File: config.mk
export PLATFORM = sky130hd
export DESIGN_NAME = cordic_atan2
export DESIGN_NICKNAME = d
export VERILOG_FILES = /design/src/rtl/cordic_atan2.sv
export SDC_FILE = /design/constraint.sdc
export NUM_CORES = 1
export LEC_CHECK = 0
export CAP_MARGIN = 15
export CORE_ASPECT_RATIO = 1.25
export CORE_MARGIN = 8
export CORE_UTILIZATION = 30
export DETAILED_ROUTE_END_ITERATION = 8
export PLACE_DENSITY_LB_ADDON = 0.08
export SETUP_SLACK_MARGIN = 0.15
export SYNTH_ARGS = -nofsm -noshare
export SYNTH_HDL_FRONTEND = slang
export SYNTH_SLANG_ARGS = --single-unit
File: constraint.sdc
create_clock -name clk -period 16.85 [get_ports clk]
set_input_delay 2.5275 -clock clk [delete_from_list [all_inputs] [get_ports clk]]
set_output_delay 2.5275 -clock clk [all_outputs]
set_load 0.05 [all_outputs]
File: src/rtl/cordic_atan2.sv
// cordic_atan2: iterative CORDIC vectoring engine, atan2(y, x) in pdQp, one micro-rotation per clock.
// Define CORDIC_MAG_EN to add the o_mag magnitude output and its 1/K scaling multiplier.
module cordic_atan2 #(
    parameter int pd   = 4,
    parameter int p    = 22,
    parameter int ITER = 22
) (
    input  logic                   clk,
    input  logic                   rst_n,
    input  logic signed [p+2:0]    i_x,
    input  logic signed [p+2:0]    i_y,
    input  logic                   i_valid,
    output logic                   o_ready,
    output logic signed [pd+p-1:0] o_angle,
    output logic                   o_valid,
    input  logic                   i_ready,
`ifdef CORDIC_MAG_EN
    output logic [pd+p-1:0]        o_mag,
`endif
    output logic                   o_zero
);

    // Constants are held in 4Q22 and truncated to the configured fraction width.
    function automatic longint q22_scale(input longint v);
        if (p >= 22) return v <<< (p - 22);
        return v >>> (22 - p);
    endfunction

    function automatic longint atan_q22(input int i);
        case (i)
            0:       return 64'sd3294199;
            1:       return 64'sd1944679;
            2:       return 64'sd1027515;
            3:       return 64'sd521583;
            4:       return 64'sd261803;
            5:       return 64'sd131029;
            6:       return 64'sd65531;
            7:       return 64'sd32767;
            8:       return 64'sd16384;
            9:       return 64'sd8192;
            default: return (i <= 22) ? (64'sd1 <<< (22 - i)) : 64'sd0;
        endcase
    endfunction

    localparam int W  = p + 6;
    localparam int AW = pd + p;
    localparam int IW = (ITER > 1) ? $clog2(ITER) : 1;
    localparam logic signed [AW-1:0] PI_Q   = AW'(q22_scale(64'sd13176795));
    localparam logic signed [AW-1:0] PI_2_Q = AW'(q22_scale(64'sd6588397));

    typedef enum logic [1:0] {S_IDLE, S_PRE, S_ITER, S_DONE} state_t;

    state_t               state_reg;
    logic signed [W-1:0]  x_reg, y_reg;
    logic signed [AW-1:0] z_reg;
    logic [IW-1:0]        iter_reg;
    logic                 zero_reg;

    logic signed [AW-1:0] atan_lut [ITER];
    for (genvar gi = 0; gi < ITER; gi++) begin : g_lut
        assign atan_lut[gi] = AW'(q22_scale(atan_q22(gi)));
    end

    logic signed [W-1:0]  x_shift, y_shift, x_next, y_next;
    logic signed [AW-1:0] z_next, z_sat;

    // Both updates read the pre-iteration X and Y.
    always_comb begin
        x_shift = x_reg >>> iter_reg;
        y_shift = y_reg >>> iter_reg;
        if (!y_reg[W-1]) begin
            x_next = x_reg + y_shift;
            y_next = y_reg - x_shift;
            z_next = z_reg + atan_lut[iter_reg];
        end else begin
            x_next = x_reg - y_shift;
            y_next = y_reg + x_shift;
            z_next = z_reg - atan_lut[iter_reg];
        end
        z_sat = z_next;
        if (z_next > PI_Q)
            z_sat = PI_Q;
        else if (z_next < -PI_Q)
            z_sat = -PI_Q;
    end

`ifdef CORDIC_MAG_EN
    localparam logic [AW-1:0] INV_K = AW'(q22_scale(64'sd2547003));
    logic [W+AW-1:0] mag_prod;
    assign mag_prod = {{AW{1'b0}}, x_next} * {{W{1'b0}}, INV_K};
`endif

    always_ff @(posedge clk or negedge rst_n) begin
        if (!rst_n) begin
            state_reg <= S_IDLE;
            x_reg     <= '0;
            y_reg     <= '0;
            z_reg     <= '0;
            iter_reg  <= '0;
            zero_reg  <= 1'b0;
            o_ready   <= 1'b1;
            o_valid   <= 1'b0;
            o_angle   <= '0;
            o_zero    <= 1'b0;
`ifdef CORDIC_MAG_EN
            o_mag     <= '0;
`endif
        end else begin
            case (state_reg)
                S_IDLE: begin
                    if (i_valid && o_ready) begin
                        x_reg     <= {{3{i_x[p+2]}}, i_x};
                        y_reg     <= {{3{i_y[p+2]}}, i_y};
                        zero_reg  <= (i_x == '0) && (i_y == '0);
                        o_ready   <= 1'b0;
                        state_reg <= S_PRE;
                    end
                end
                S_PRE: begin
                    // Fold the left half-plane into the right so the iterations converge.
                    if (!x_reg[W-1]) begin
                        z_reg <= '0;
                    end else if (!y_reg[W-1]) begin
                        x_reg <= y_reg;
                        y_reg <= -x_reg;
                        z_reg <= PI_2_Q;
                    end else begin
                        x_reg <= -y_reg;
                        y_reg <= x_reg;
                        z_reg <= -PI_2_Q;
                    end
                    iter_reg  <= '0;
                    state_reg <= S_ITER;
                end
                S_ITER: begin
                    x_reg <= x_next;
                    y_reg <= y_next;
                    z_reg <= z_next;
                    if (iter_reg == IW'(ITER - 1)) begin
                        o_valid   <= 1'b1;
                        o_angle   <= zero_reg ? '0 : z_sat;
                        o_zero    <= zero_reg;
`ifdef CORDIC_MAG_EN
                        o_mag     <= zero_reg ? '0 : AW'(mag_prod >> p);
`endif
                        state_reg <= S_DONE;
                    end else begin
                        iter_reg <= iter_reg + 1'b1;
                    end
                end
                S_DONE: begin
                    if (i_ready) begin
                        o_valid   <= 1'b0;
                        o_ready   <= 1'b1;
                        state_reg <= S_IDLE;
                    end
                end
                default: state_reg <= S_IDLE;
            endcase
        end
    end

endmodule

Word level (Yosys, flattened, before mapping)
Memory sizes are Yosys's and may differ from the RTL's.
Index checks and enable logic that the tools add are counted.
{"block": "totals", "reg_bits": 119, "mem_bits_ro": 832, "inputBits": 54, "n_memories": 1}
{"block": "classes", "add_sub_neg": 9, "magnitude_cmp": 3, "eq_ne": 9, "n_shift": 2, "n_mux": 31, "bitwise": 1, "n_reduce_logical": 17}
{"name": "(name not given)", "words": 32, "width": 26, "rd": 1, "rd_clocked_by_memory_dff": 0, "write_ports": 0, "line_no": "78", "text": "z_next = z_reg - atan_lut[iter_reg];"}
{"op": "$mux W28", "n": 8}
{"op": "$mux W26", "n": 8}
{"op": "$pmux W28 S3", "n": 2}
{"op": "$add A28 B28 Y28", "n": 2}
{"op": "$neg A28 Y28", "n": 2}
{"op": "$sshr A28 B5 Y28", "n": 2}
{"op": "$sub A28 B28 Y28", "n": 2}
{"op": "$pmux W26 S2", "n": 1}
{"op": "$logic_not A25 Y1", "n": 2}
{"op": "$add A26 B26 Y26", "n": 1}
{"op": "$gt A26 B25 Y1 const B", "n": 1}
{"op": "$lt A26 B25 Y1 const B", "n": 1}
{"op": "$sub A26 B26 Y26", "n": 1}
{"op": "$reduce_and A3 Y1", "n": 4}
{"op": "$ne A2 B2 Y1 const B", "n": 5}
{"op": "$pmux W5 S2", "n": 1}
{"op": "$pmux W2 S4", "n": 1}
{"op": "$reduce_and A2 Y1", "n": 4}
{"op": "$ge A6 B6 Y1 const B", "n": 1}
{"op": "$mux W2", "n": 3}
{"op": "$not A5 Y6", "n": 1}
{"op": "$reduce_bool A2 Y1", "n": 3}
{"op": "$add A5 B1 Y5 const B", "n": 1}
{"op": "$eq A5 B5 Y1 const B", "n": 1}
{"op": "other kinds (8)", "n": 14}

Logic depth before layout (Yosys ltp)
Gate-level depths: netlist of the first run.
{"block": "depth", "ltp_word": 10, "depth_mapped": 26}

Least setup slack after synthesis of the first run
OpenSTA, ideal clock, no wires.
{"block": "synth_timing", "kind": "reg2reg", "startpoint": "reg iter_reg[2]", "endpoint": "reg o_angle[12]", "arrival_time_ns": 6.244, "path_slack_ns": 10.455, "stages_incl_launch_ff": 26, "n_path_buf": 7, "cell_sequence": "dfrtp_1 clkbuf_1 buf_2 buf_2 buf_2 clkbuf_1 clkbuf_1 a21oi_1 a31oi_1 ha_1 nand2_1 nor4b_1 a21oi_1 xnor2_1 ha_1 clkbuf_1 a21oi_1 o21ai_0 a221o_1 and4b_1 or2_2 a2111oi_1 or3b_2 o21ai_0 o21bai_1 a22oi_1"}
{"block": "synth_between", "elab_chain_len": 10}
{"item": "start: declaration", "line_no": "56", "text": "logic [IW-1:0] iter_reg;"}
{"item": "start signal: assignment", "line_no": "148", "text": "iter_reg <= iter_reg + 1'b1;"}
{"item": "$not A5 Y6 (implied by the code)", "line_no": "74, 78"}
{"item": "$mem_v2 Z32 W26"}
{"item": "$mux W26 (implied by the code) (2 in series)", "line_no": "78"}
{"item": "$add A26 B26 Y26 or $sub A26 B26 Y26 (tied branches)", "line_no": "74, 78"}
{"item": "$mux W26", "line_no": "71", "text": "if (!y_reg[W-1]) begin"}
{"item": "$lt A26 B25 Y1", "line_no": "83", "text": "else if (z_next < -PI_Q)"}
{"item": "$mux W26", "line_no": "83"}
{"item": "$mux W26", "line_no": "81", "text": "if (z_next > PI_Q)"}
{"item": "$mux W26", "line_no": "141", "text": "o_angle <= zero_reg ? '0 : z_sat;"}
{"item": "end signal: assignment", "line_no": "141"}
{"item": "end: declaration", "line_no": "14", "text": "output logic signed [pd+p-1:0] o_angle,"}
Parallel ways exist; a longest one is shown, timed or not. The select of a mux whose other input is x is not followed.
A chain may end at the register's enable or synchronous reset.

Worst setup path in the final report of the first run
{"block": "layout_timing", "startpoint": "reg iter_reg[3]", "endpoint": "reg o_angle[7]"}
Same word-level chain as after synthesis.

==> flow_summary.rst, run 1 <==
.. list-table::
   :header-rows: 1

   * - Metric
     - Value
   * - Kind of start point of the critical path
     - register
   * - Postcts setup bufs
     - 0
   * - Min-Delay Endpoint
     - o_zero$_DFFE_PN0P_
   * - Number of rows in the core area
     - 96
   * - Critical path, cell by cell
     - buf_4, or2_2, inv_1, nand2_1, o22ai_1, nor2_1, nand2_1, nor4b_1, nor2_1, xnor2_1, ha_1, nand4_1, a2111oi_1, o21ai_0, and4b_1, or2_2, a2111oi_1, or3b_2, nor2_1, a21oi_1, a221o_1
   * - Antenna violations before repair
     - 1
   * - Root buf cell
     - sky130_fd_sc_hd__clkbuf_16
   * - Worst EP required
     - 17.27 ns
   * - Terminus of the critical flop-to-flop path
     - o_angle[7]$_DFFE_PN0P_
   * - # hold bufs at CTS
     - 0
   * - Port Buffers
     - 82
   * - Via total after detailed routing
     - 16.6k
   * - Worst setup slack for register-to-register paths
     - 8.43 ns
   * - Commonest cells after routing, fill and taps aside
     - sky130_fd_sc_hd__nor2_1, sky130_fd_sc_hd__nand2_1, sky130_fd_sc_hd__o21ai_0, sky130_fd_sc_hd__a21oi_1, sky130_fd_sc_hd__dfrtp_1
   * - Die X-Extent
     - 225 µm
   * - Synthesized net count
     - 2,253
   * - Setup repair after global routing missed its margin
     - false
   * - Final hold vios
     - 0
   * - Post-detailed-route via-to-cell ratio
     - 5.87
   * - Fraction of registers with async set/reset
     - 100%
   * - Number of sinks handled by clock tree synthesis
     - 119
   * - Endpoint type of the worst setup path
     - register
   * - GRT Residual Overflow
     - 0
   * - Chip height
     - 277 µm
   * - Via count of the first global-routing pass
     - 16.3k
   * - Number of distinct library cells after synthesis
     - 91
   * - Largest net degree at the start of global routing
     - 87
   * - Die Footprint
     - 0.0624 mm²
   * - Combined area of all synthesized cells
     - 0.0164 mm²
   * - Register bit total from synthesis
     - 119
   * - Number of buffers added by the clock tree synthesis step
     - 17
   * - Routed WL
     - 70,100 µm
   * - Number of buffer and inverter stages on the critical path
     - 2
   * - Worst R2R Path Depth
     - 21
   * - Area of the core region
     - 0.0544 mm²
   * - Final number of max-transition violations
     - 0
   * - Total of endpoints with negative setup slack in the final report
     - 0
   * - Hold Slack
     - 0.478 ns
   * - Time the final worst path needs with I/O delays and setup
     - 8.42 ns
   * - Fraction of final layout cells sized beyond drive strength 1
     - 8.91%
   * - First-pass GRT wire length
     - 106,000 µm
   * - CTS-repair resized insts
     - 0
   * - Reg-to-reg startpoint
     - iter_reg[3]$_DFFE_PN0P_
   * - Tot GR Track Use
     - 22.2%
   * - EDFF count, synth
     - 0
   * - Number of top-level design ports
     - 83
   * - Result of the run
     - completed
   * - Number of fill cells in the layout
     - 5,791
   * - Area taken by multi-input logic gates
     - 0.0125 mm²
   * - Achievable Freq
     - 119 MHz
   * - Share of the yosys chip area belonging to registers
     - 18.2%
   * - HPWL reported at the end of detailed placement
     - 53,400 µm
   * - Number of remaining DRC errors
     - 0
   * - Longest Clk Path Bufs
     - 2
   * - Slew Limit Headroom
     - 24.8%
   * - Critical Path Max Stage Delay
     - 0.84 ns
   * - Clock transition at the register clock pins on the worst setup and hold paths after CTS
     - 0.06 ns
   * - H-tree depth
     - 4
   * - Biggest fanout along the worst timing path
     - 55
   * - Setup_tns
     - 0 ns
   * - Synthesis Warnings
     - 0
   * - Post-Synthesis Cells
     - 2,099
   * - Syn Area/Cell
     - 7.81 µm²
   * - Worst hold path type
     - reg2reg
   * - Routability congestion estimate from global placement
     - 0.886
   * - Clock tree from TritonCTS
     - done
   * - Depth of the worst hold-timing path
     - 2
   * - Actual slew at the worst max-slew pin
     - 1.12 ns
   * - Top cell by count, worst path
     - sky130_fd_sc_hd__nor2_1
   * - Top_reg_cell synth
     - sky130_fd_sc_hd__dfrtp_1
   * - Number of DRC violations after detailed-routing iteration 0
     - 1,371
   * - Area growth from synthesis to final layout
     - 11.6%
   * - Launch instance of the worst min-delay path
     - o_zero$_DFFE_PN0P_
   * - Number of inserted diodes
     - 0
   * - Starting Density
     - 30.1%
   * - Period utilization
     - 50.0%
   * - Skew-Pair Late Insertion Delay
     - 0.49 ns
   * - Data arrival time of the critical path
     - 8.84 ns
   * - Detailed-route wire length per cell
     - 24.8 µm
   * - Number of detailed-routing iterations run before antenna repair
     - 5
   * - Number of max-capacitance violations reported
     - 0
   * - Top delay family on crit path
     - simple AND/OR/NAND/NOR gates
   * - Highest-delay cell along the critical path
     - sky130_fd_sc_hd__a21oi_1
   * - Maximum clock skew at final layout
     - 0.0204 ns
   * - Final net count
     - 2,229
   * - Post-route antenna net violation count
     - 0
   * - Most common cell after layout, fill and taps aside
     - sky130_fd_sc_hd__nor2_1
   * - Critical Setup Path Class
     - reg2reg
   * - Sequential standard cell area
     - 0.00299 mm²
[worst max-delay path by stage]
stage / from / endpoint / cells after the start
after floorplan: iter_reg[2]$_DFFE_PN0P_ / o_angle[12]$_DFFE_PN0P_ / 25
after global placement: iter_reg[3]$_DFFE_PN0P_ / o_angle[23]$_DFFE_PN0P_ / 21
after detailed placement: iter_reg[3]$_DFFE_PN0P_ / o_angle[23]$_DFFE_PN0P_ / 21
after CTS: iter_reg[3]$_DFFE_PN0P_ / o_angle[7]$_DFFE_PN0P_ / 21
after global routing: iter_reg[3]$_DFFE_PN0P_ / o_angle[7]$_DFFE_PN0P_ / 21
final: iter_reg[3]$_DFFE_PN0P_ / o_angle[7]$_DFFE_PN0P_ / 21
[cell type report]
type / instances / share of cell area (%)
clock buffer: 17 / 2.33
timing repair buffer: 109 / 5.60
sequential: 119 / 16.3
inverter: 62 / 1.27
clock inverter: 15 / 0.855
multi-input combinational: 1766 / 68.6
tap: 735 / 5.03
[stage by stage]
step | setup WS, ns | utilization (%) | cells | instance area, µm²
finish | 8.43 | 33.6 | 2823 | 18300
global route | 7.89 | 33.6 | 2823 | 18300
CTS | 8.54 | 33.6 | 2823 | 18300
detailed placement | 8.58 | 32.5 | 2791 | 17700
global placement | 8.65 | 32.5 | 2791 | 17700
floorplan | 10.45 | - | 2099 | 16400
[routing by layer]
| metal | track usage (%) | wire [µm] |
|---|---|---|
| met1 | 26.1 | 28800 |
| met2 | 39.2 | 35300 |
| met3 | 2.92 | 2650 |
| met4 | 10.6 | 3340 |
| met5 | 0 | 0 |
[worst min-delay path, stage by stage, from the launching register on]
cell                      delay, ns
sky130_fd_sc_hd__dfrtp_1       0.34
sky130_fd_sc_hd__nand2_1       0.04
sky130_fd_sc_hd__o21ai_0       0.06
[cells in the mapped netlist (6+ instances only)]
library cell / instances / area, µm²
sky130_fd_sc_hd__nand4_1: 20 / 125
sky130_fd_sc_hd__xor2_1: 68 / 596
sky130_fd_sc_hd__o221ai_1: 25 / 219
sky130_fd_sc_hd__a221o_1: 14 / 140
sky130_fd_sc_hd__o21a_1: 13 / 97.6
sky130_fd_sc_hd__ha_1: 97 / 1210
sky130_fd_sc_hd__nand2_1: 196 / 736
sky130_fd_sc_hd__nor4_1: 20 / 125
sky130_fd_sc_hd__or2_2: 13 / 81.3
sky130_fd_sc_hd__nor2b_1: 16 / 100
sky130_fd_sc_hd__mux2_2: 22 / 248
sky130_fd_sc_hd__clkbuf_1: 108 / 405
sky130_fd_sc_hd__o31ai_1: 23 / 173
sky130_fd_sc_hd__inv_1: 59 / 221
sky130_fd_sc_hd__a21o_1: 41 / 308
sky130_fd_sc_hd__a211oi_1: 18 / 135
sky130_fd_sc_hd__nor4b_1: 7 / 61.3
sky130_fd_sc_hd__a21oi_1: 193 / 966
sky130_fd_sc_hd__or4_1: 12 / 90.1
sky130_fd_sc_hd__and2_1: 20 / 125
sky130_fd_sc_hd__a32oi_1: 7 / 61.3
sky130_fd_sc_hd__o211ai_1: 23 / 173
sky130_fd_sc_hd__dfrtp_1: 118 / 2950
sky130_fd_sc_hd__o41ai_1: 6 / 52.6
sky130_fd_sc_hd__buf_2: 20 / 100
sky130_fd_sc_hd__nand3_1: 32 / 160
sky130_fd_sc_hd__or3_1: 12 / 75.1
sky130_fd_sc_hd__o21bai_1: 7 / 52.6
sky130_fd_sc_hd__o21ai_0: 192 / 961
sky130_fd_sc_hd__and3_1: 14 / 87.6
sky130_fd_sc_hd__mux4_2: 56 / 1260
sky130_fd_sc_hd__o22ai_1: 16 / 100
sky130_fd_sc_hd__mux2i_1: 30 / 300
sky130_fd_sc_hd__nand3b_1: 11 / 82.6
sky130_fd_sc_hd__nor2_1: 210 / 788
sky130_fd_sc_hd__a31oi_1: 27 / 169
sky130_fd_sc_hd__nand2b_1: 31 / 194
sky130_fd_sc_hd__a22oi_1: 23 / 173
sky130_fd_sc_hd__nor3_1: 37 / 185
sky130_fd_sc_hd__buf_1: 16 / 60.1
sky130_fd_sc_hd__xnor2_1: 100 / 876
sky130_fd_sc_hd__a41oi_1: 9 / 78.8
[cell families (layout without fill, tap and decap cells)]
group	after synthesis	in the layout	synth area share, %
AOI/OAI and AO/OA	711	711	27.9
and+or+nand+nor	672	672	19.7
buffers and inverters	214	203	5.44
xor gates and xnor gates	168	168	8.98
DFF	119	119	18.2
muxes	115	115	12.1
adders and majority gates	100	100	7.77
Power of run 1 is left out: the tool's default activity adds up to more than one toggle a clock period on the data nets, which glitch-free logic cannot reach.
==> run 2, diff against run 1 <==
==> constraint.sdc (replaced) <==
create_clock -name clk -period 7.6 [get_ports clk]
set_input_delay 1.14 -clock clk [delete_from_list [all_inputs] [get_ports clk]]
set_output_delay 1.14 -clock clk [all_outputs]
set_load 0.05 [all_outputs]
==> flow_summary.rst, run 2 (synthesis results as in run 1) <==
.. list-table::
   :header-rows: 1

   * - Metric
     - Value
   * - Area growth from synthesis to final layout
     - 12.4%
   * - Number of rows in the core area
     - 96
   * - Largest net degree at the start of global routing
     - 87
   * - Commonest cells after routing, fill and taps aside
     - sky130_fd_sc_hd__nor2_1, sky130_fd_sc_hd__nand2_1, sky130_fd_sc_hd__o21ai_0, sky130_fd_sc_hd__a21oi_1, sky130_fd_sc_hd__dfrtp_1
   * - First-pass GRT wire length
     - 108,000 µm
   * - Final core utilization
     - 33.9%
   * - Final hold vios
     - 0
   * - Total of endpoints with negative setup slack in the final report
     - 0
   * - Post-route cell area
     - 0.0184 mm²
   * - Number of DRC violations after detailed-routing iteration 0
     - 1,263
   * - Clock tree from TritonCTS
     - done
   * - Kind of start point of the critical path
     - register
   * - Fraction of final layout cells sized beyond drive strength 1
     - 9.61%
   * - Sequential standard cell area
     - 0.00299 mm²
   * - Number of max-capacitance violations reported
     - 0
   * - Via count of the first global-routing pass
     - 16.7k
   * - Setup repair after global routing missed its margin
     - false
   * - Top cell by count, worst path
     - sky130_fd_sc_hd__nand3_1
   * - Via total after detailed routing
     - 16.7k
   * - Post-route antenna net violation count
     - 0
   * - Top delay family on crit path
     - simple AND/OR/NAND/NOR gates
   * - Setup_tns
     - 0 ns
   * - Worst EP required
     - 8.03 ns
   * - Number of inserted diodes
     - 0
   * - Chip height
     - 277 µm
   * - Most common cell after layout, fill and taps aside
     - sky130_fd_sc_hd__nor2_1
   * - Clock transition at the register clock pins on the worst setup and hold paths after CTS
     - 0.07 ns
   * - Slew Limit Headroom
     - 35.3%
   * - Highest-delay cell along the critical path
     - sky130_fd_sc_hd__nor4_2
   * - Number of buffers added by the clock tree synthesis step
     - 17
   * - Tot GR Track Use
     - 22.8%
   * - Post-detailed-route via-to-cell ratio
     - 5.87
   * - Achievable Freq
     - 146 MHz
   * - Port Buffers
     - 82
   * - Placement-stage cell area
     - 0.0178 mm²
   * - Number of fill cells in the layout
     - 5,759
   * - Biggest fanout along the worst timing path
     - 29
   * - HPWL reported at the end of detailed placement
     - 54,800 µm
   * - Actual slew at the worst max-slew pin
     - 0.966 ns
   * - Die Footprint
     - 0.0624 mm²
   * - Hold Slack
     - 0.482 ns
   * - Number of sinks handled by clock tree synthesis
     - 119
   * - Critical Setup Path Class
     - reg2reg
   * - Time the final worst path needs with I/O delays and setup
     - 6.83 ns
   * - Endpoint type of the worst setup path
     - register
   * - Final number of max-transition violations
     - 0
   * - Worst setup slack for register-to-register paths
     - 0.77 ns
   * - Critical Path Max Stage Delay
     - 0.78 ns
   * - Final net count
     - 2,243
   * - Area of the core region
     - 0.0544 mm²
   * - Number of detailed-routing iterations run before antenna repair
     - 5
   * - Data arrival time of the critical path
     - 7.26 ns
   * - Longest Clk Path Bufs
     - 2
   * - Routability congestion estimate from global placement
     - 0.902
   * - H-tree depth
     - 4
   * - Die X-Extent
     - 225 µm
   * - Skew-Pair Late Insertion Delay
     - 0.49 ns
   * - Number of buffer and inverter stages on the critical path
     - 1
   * - Detailed-route wire length per cell
     - 25.3 µm
   * - Worst hold path type
     - reg2reg
   * - GRT Residual Overflow
     - 0
   * - Critical path, cell by cell
     - buf_4, mux4_2, mux4_2, a21oi_1, a21boi_0, nand3_1, nor4_2, nand2_1, nor2_1, nor3_1, or3_1, ha_1, nand3_1, nand2_1, a41oi_1, a31oi_1, xor2_1, or3b_2, nand3_1
   * - Number of remaining DRC errors
     - 0
   * - Area taken by multi-input logic gates
     - 0.0126 mm²
   * - Root buf cell
     - sky130_fd_sc_hd__clkbuf_16
   * - Starting Density
     - 30.1%
   * - Maximum clock skew at final layout
     - 0.0166 ns
   * - Result of the run
     - completed
   * - Period utilization
     - 89.8%
   * - Number of top-level design ports
     - 83
   * - Antenna violations before repair
     - 0
   * - Routed WL
     - 71,800 µm
## run 2: metrics by stage
step	cells	worst slack, ns
floorplan	2099	1.20
global placement	2805	0.621
detailed placement	2805	0.537
CTS	2837	0.526
global route	2837	0.395
finish	2837	0.772
## run 2: cell type report
type                    instances  area share [%]
multi-input cells            1766            68.1
flip-flops and latches        119            16.2
repair buffers                123            6.27
well taps                     735            4.99
clock buffers                  17            2.31
inverters                      62            1.26
clock inverters                15           0.835
## run 2: routing by layer
layer	routed length, µm	up-vias	part of all wire [%]	GRT usage [%]
met1	29000	8194	40	26.5
met3	2710	140	3.8	2.98
li1	-	7831	-	-
met5	0	-	0	0
met2	36900	489	51	41.2
met4	3090	0	4.3	9.63
## run 2: worst paths after layout
path | start | end | cells past startpoint
worst max-delay path | iter_reg[0]$_DFFE_PN0P_ | x_reg[27]$_DFFE_PN0P_ | 19
worst min-delay path | o_angle[24]$_DFFE_PN0P_ | o_angle[24]$_DFFE_PN0P_ | 1
worst max register to register | iter_reg[0]$_DFFE_PN0P_ | x_reg[27]$_DFFE_PN0P_ | 19
worst min register to register | o_angle[24]$_DFFE_PN0P_ | o_angle[24]$_DFFE_PN0P_ | 1
max in group asynchronous | rst_n | y_reg[27]$_DFFE_PN0P_ | 2
min in group asynchronous | rst_n | x_reg[12]$_DFFE_PN0P_ | 1
## run 2: what timing repair did
action	CTS	global route
resized for setup	0	1
endpoints found under the setup margin	0	1
setup buffers	0	0
hold buffers	0	0
Power of run 2 is left out for the same reason.
==> run 3, diff against run 2 <==
--- a/config.mk
+++ b/config.mk
@@ -8,7 +8,7 @@
 export CAP_MARGIN = 15
 export CORE_ASPECT_RATIO = 1.25
 export CORE_MARGIN = 8
-export CORE_UTILIZATION = 30
+export CORE_UTILIZATION = 57
 export DETAILED_ROUTE_END_ITERATION = 8
 export PLACE_DENSITY_LB_ADDON = 0.08
 export SETUP_SLACK_MARGIN = 0.15
==> flow_summary.rst, run 3 (synthesis results as in run 1) <==
.. list-table::
   :header-rows: 1

   * - Metric
     - Value
   * - Terminus of the critical flop-to-flop path
     - x_reg[27]$_DFFE_PN0P_
   * - Number of top-level design ports
     - 83
   * - Die Footprint
     - 0.0345 mm²
   * - Area of the core region
     - 0.0284 mm²
   * - Highest-delay cell along the critical path
     - sky130_fd_sc_hd__nor3_1
   * - # hold bufs at CTS
     - 0
   * - Number of detailed-routing iterations run before antenna repair
     - 9
   * - Critical path, cell by cell
     - buf_4, mux4_1, mux2i_1, mux2_2, o21ai_0, nand3b_1, nand2b_1, nor3_1, a21oi_1, xnor2_1, ha_1, a21o_1, a21o_1, a21o_1, nor2_1, o31ai_1, a41oi_1, a31oi_1, xor2_1, or4_1, nand3_1
   * - Chip height
     - 206 µm
   * - Number of sinks handled by clock tree synthesis
     - 119
   * - Met1 global-route usage
     - 40.8%
   * - Endpoint type of the worst setup path
     - register
   * - Critical Setup Path Class
     - reg2reg
   * - Most utilized layer in the global route result
     - met2
   * - Area growth from synthesis to final layout
     - 9.56%
   * - Min-Delay Endpoint
     - o_angle[24]$_DFFE_PN0P_
   * - Slew Limit Headroom
     - 14.7%
   * - HPWL reported at the end of detailed placement
     - 46,400 µm
   * - Actual slew at the worst max-slew pin
     - 1.28 ns
   * - Root buf cell
     - sky130_fd_sc_hd__clkbuf_16
   * - Time the final worst path needs with I/O delays and setup
     - 6.97 ns
   * - Number of DRC violations after detailed-routing iteration 0
     - 2,128
   * - Via total after detailed routing
     - 17.6k
   * - Final number of max-transition violations
     - 0
   * - First-pass GRT wire length
     - 98,200 µm
   * - Total of endpoints with negative setup slack in the final report
     - 0
   * - Skew-Pair Late Insertion Delay
     - 0.46 ns
   * - Routed WL
     - 62,900 µm
   * - Setup repair after global routing missed its margin
     - false
   * - Final net count
     - 2,244
   * - Port Buffers
     - 82
   * - Antenna violations before repair
     - 0
   * - Number of buffers added by the clock tree synthesis step
     - 17
   * - Most common cell after layout, fill and taps aside
     - sky130_fd_sc_hd__nor2_1
   * - Final core utilization
     - 63.2%
   * - Maximum clock skew at final layout
     - 0.0197 ns
   * - Number of remaining DRC errors
     - 0
   * - Period utilization
     - 91.7%
   * - Result of the run
     - completed
   * - H-tree depth
     - 4
   * - Launch instance of the worst min-delay path
     - o_angle[24]$_DFFE_PN0P_
   * - Final hold vios
     - 0
   * - Fraction of final layout cells sized beyond drive strength 1
     - 9.46%
   * - Data arrival time of the critical path
     - 7.35 ns
   * - Critical Path Max Stage Delay
     - 0.92 ns
   * - Met3 Use GR
     - 6.89%
   * - Setup_tns
     - 0 ns
   * - Tot GR Track Use
     - 36.5%
   * - Worst hold path type
     - reg2reg
   * - Number of max-capacitance violations reported
     - 0
   * - Achievable Freq
     - 143 MHz
   * - Placement Setup Slack
     - 0.868 ns
   * - Starting Density
     - 57.7%
   * - Commonest cells after routing, fill and taps aside
     - sky130_fd_sc_hd__nor2_1, sky130_fd_sc_hd__nand2_1, sky130_fd_sc_hd__a21oi_1, sky130_fd_sc_hd__o21ai_0, sky130_fd_sc_hd__dfrtp_1
   * - Reg-to-reg startpoint
     - iter_reg[1]$_DFFE_PN0P_
   * - Detailed-route wire length per cell
     - 25.6 µm
   * - GRT Residual Overflow
     - 0
   * - Die X-Extent
     - 168 µm
   * - Biggest fanout along the worst timing path
     - 57
   * - Hold Slack
     - 0.474 ns
   * - Largest net degree at the start of global routing
     - 84
   * - Worst R2R Path Depth
     - 21
   * - Post-route antenna net violation count
     - 0
   * - Via count of the first global-routing pass
     - 17.3k
   * - Routability congestion estimate from global placement
     - 1.02
   * - Clock transition at the register clock pins on the worst setup and hold paths after CTS
     - 0.06 ns
   * - Depth of the worst hold-timing path
     - 1
   * - Top cell by count, worst path
     - sky130_fd_sc_hd__a21o_1
   * - Worst setup slack for register-to-register paths
     - 0.63 ns
   * - Min setup slack post-route
     - 0.631 ns
   * - Postcts setup bufs
     - 0
   * - Number of rows in the core area
     - 69
   * - Post-detailed-route via-to-cell ratio
     - 7.14
   * - CTS-repair resized insts
     - 0
   * - Worst EP required
     - 7.98 ns
   * - M2 GR Usage
     - 60.9%
   * - Longest Clk Path Bufs
     - 2
   * - Clock tree from TritonCTS
     - done
   * - Kind of start point of the critical path
     - register
[run 3: critical path: cells and delay by family, from the launching register on]
family,cells,cell delay [ns]
buf+inv,1,0.69
flops,1,0.53
mux,3,1.19
simple gates,6,2.21
compound gates,8,1.50
fa+ha+maj,1,0.36
xor+xnor,2,0.38
[run 3: metal layers]
layer / wire (µm) / up-vias / part of all wire (%)
met5: 0 / - / 0
met3: 5450 / 344 / 8.7
met4: 5660 / 0 / 9.0
met2: 29300 / 1104 / 47
li1: - / 7832 / -
met1: 22500 / 8270 / 36
[run 3: final cells by class]
| class | instances | area (µm²) |
|---|---|---|
| repair buffers | 124 | 1130 |
| clock buffers | 18 | 429 |
| diodes | 1 | 2.50 |
| well taps | 355 | 444 |
| multi-input cells | 1766 | 12500 |
| inverters | 62 | 233 |
| flip-flops and latches | 119 | 2990 |
| fillers | 2598 | 10400 |
| clock inverters | 14 | 189 |
[run 3: stage by stage]
stage / instances / cell area, µm²
floorplan: 2099 / 16400
global placement: 2426 / 17300
detailed placement: 2426 / 17300
CTS: 2458 / 18000
global route: 2458 / 18000
finish: 2459 / 18000
[run 3: how the worst max path moves through the flow]
stage                                  startpoint                      end  slack [ns]  depth (start not counted)
after global routing      iter_reg[1]$_DFFE_PN0P_    x_reg[27]$_DFFE_PN0P_        0.29                         21
after global placement    iter_reg[1]$_DFFE_PN0P_    x_reg[24]$_DFFE_PN0P_        0.98                         21
after detailed placement  iter_reg[1]$_DFFE_PN0P_    x_reg[24]$_DFFE_PN0P_        0.87                         21
after CTS                 iter_reg[1]$_DFFE_PN0P_    x_reg[24]$_DFFE_PN0P_        0.83                         21
final                     iter_reg[1]$_DFFE_PN0P_    x_reg[27]$_DFFE_PN0P_        0.63                         21
after floorplan           iter_reg[2]$_DFFE_PN0P_  o_angle[12]$_DFFE_PN0P_        1.20                         25
Power of run 3 is left out for the same reason.
==> variant, RTL diff (settings of run 3) <==
Make the reset (`rst_n`) synchronous in one clocked block.
--- a/src/rtl/cordic_atan2.sv
+++ b/src/rtl/cordic_atan2.sv
@@ -90,7 +90,7 @@
     assign mag_prod = {{AW{1'b0}}, x_next} * {{W{1'b0}}, INV_K};
 `endif
 
-    always_ff @(posedge clk or negedge rst_n) begin
+    always_ff @(posedge clk) begin
         if (!rst_n) begin
             state_reg <= S_IDLE;
             x_reg     <= '0;
Function: differs if rst_n is asserted again (counterexample within 4 cycles, from zero or initial values and one cycle with rst_n low); with rst_n held inactive, the same outputs for 4 cycles.
==> variant against run 3 <==
Sequential cell count unchanged; sequential share of layout area decreased by 3.5 points; cell area up 1.7%; area after synthesis rose by 2.7%; utilization decreased by 0.62 points; worst setup slack improved by 0.027 ns; critical path depth unchanged; wire length is 9.1% higher; critical path type unchanged.
==> variant: results (changes against run 3) <==
[run_status]
status=completed

[cts]
cts_buffers=17  ; unchanged
cts_resized=0  ; unchanged
cts.clk_slew.worst_paths_ns=0.07
clockBufferDepth=2  ; unchanged
htree_levels=4  ; unchanged
root_buffer=clkbuf_16
clk-insertion-delay-late_ns=0.45

[hold_path]
hp-class=reg -> reg
holdPathStages=2  ; +1
min-delay-start=o_angle[1]

[sta]
fin_skew_ns=0.0179  ; -0.00183 ns
slew_headroom_pct=29.8  ; +15 points

[synth]
syn_inst=2215  ; +5.5%
synth.yosys.seq_area_share_pct=14.1  ; -4.0 points
synth_common_cells=nor2_1 (215), nand2_1 (185), a21oi_1 (176)
ys_types=102  ; +12%
syn_nets=2369  ; +5.1%
synth.area.top_cells=dfxtp_1 (14%), ha_1 (7.2%), mux4_2 (5.3%), a21oi_1 (5.2%), o21ai_0 (4.9%)
synthArstFlopShare_pct=0  ; -100 points
yosysWarnings=0  ; unchanged

[worst_setup_path]
crit_path_max_fanout=57  ; unchanged
reg2reg_slack_ns=0.66  ; +0.03 ns
critPathKind=reg -> reg
r2r-start=iter_reg[1]
critPathSlowestCell=dfxtp_4
slowest_delay_ns=0.82  ; -0.10 ns
worstSetupEndpointType=register
rr_worst_depth=21  ; unchanged
startpoint=iter_reg[1]
crit_arrival_ns=7.31  ; -0.04 ns
cpLargestDelayFamily=compound AO/OA/AOI/OAI gates

[layout]
finalNetCount=2341  ; +4.3%
diodes=0  ; -1
drive_gt1_share_pct=9.55  ; +0.083 points
n_fill_cell=2683  ; +3.3%

[grt]
grt_pass1_vias=17600  ; +2.0%
grt_max_degree=69  ; -18%
grt_pass1_wl_um=103000  ; +5.1%
track_usage_pct=37.9  ; +1.4 points
antenna_found_initial=0  ; unchanged

[placed_design]
globalplace.congestion=1.02  ; -0.72%
dp.cells=2563  ; +5.6%
dpl.hpwl_um=51000  ; +10%
io_buffers=82  ; unchanged

[pwr]
leakage_nw=7.27
irDropWorstVdd_v=0.000406

[detailed_routing]
routed_wl_um=68600  ; +9.1%
drtIter0Drc=2150  ; +1.0%
wl_per_cell_um=26.4  ; +3.3%
viasPerCell=7.05  ; -1.2%
drtPass1Iterations=6  ; -3

[run]
cap_violations=0  ; unchanged

## variant: cell count changes in the layout (fill, tap and decap cells not counted), moves of 15 or more
cell      delta
a21boi_0    +15
a21oi_1     -16
a221oi_1    +31
dfrtp_1    -114
dfxtp_1    +114
mux4_1      +16
mux4_2      -16
nor2b_1     +34
nor3_1      +21
o211ai_1    +15
o21ai_0     -27
## variant: area by class of cell
| class | instances | area share [%] |
|---|---|---|
| clock buffers | 17 | 2.33 |
| flip-flops and latches | 119 | 13.1 |
| repair buffers | 135 | 6.71 |
| clock inverters | 15 | 0.987 |
| inverters | 59 | 1.21 |
| well taps | 396 | 2.71 |
| multi-input cells | 1855 | 72.9 |
## variant: final timing paths
| check | end |
|---|---|
| hold / removal | o_angle[1] |
| hold reg to reg | o_angle[1] |
| setup / recovery | x_reg[27] |
| setup reg to reg | x_reg[27] |
## variant: cells by family after synthesis
family | share of synthesized area, %
multiplexers | 13.0
XOR/XNOR | 8.87
flip-flops | 14.1
AO/OA/AOI/OAI | 27.8
AND/OR/NAND/NOR | 21.6
adder cells (fa/ha/maj) | 7.56
buffers and inverters | 7.04
## variant: tightest hold or removal path: stages (launching register included)
cell,delay [ns]
dfxtp_1,0.32
nand2_1,0.04
o21ai_0,0.05
## variant: report_power, final
group | internal, mW | switching (mW) | leakage [nW]
logic | 2.79 | 4.49 | 5.99
clock network | 0.500 | 0.411 | 0.303
registers | 0.761 | 0.384 | 0.977
## variant: through the flow
step	util [%]	cell area [sq um]	worst slack (ns)	hold slack [ns]	total power [mW]
after CTS	62.5	18200	0.584	0.457	9.10
after floorplan	-	16800	1.39	0.469	6.24
final	62.6	18300	0.658	0.451	9.33
after global routing	62.6	18300	0.216	0.471	9.95
after detailed placement	60.5	17600	0.607	0.441	8.17
after global placement	60.5	17600	0.593	0.434	8.08
## variant: what timing repair did
item,in CTS,in global routing
setup buffers,0,1
endpoints found under the hold margin,0,0
setup endpoints to repair,0,2
## variant: routing by layer
metal / global-route usage, % / up-vias / part of all wire, %
met1: 40.4 / 8554 / 34
met2: 63.7 / 1181 / 48
met3: 6.84 / 369 / 8.6
met4: 32.3 / 0 / 9.8
met5: 0 / - / 0
li1: - / 8199 / -
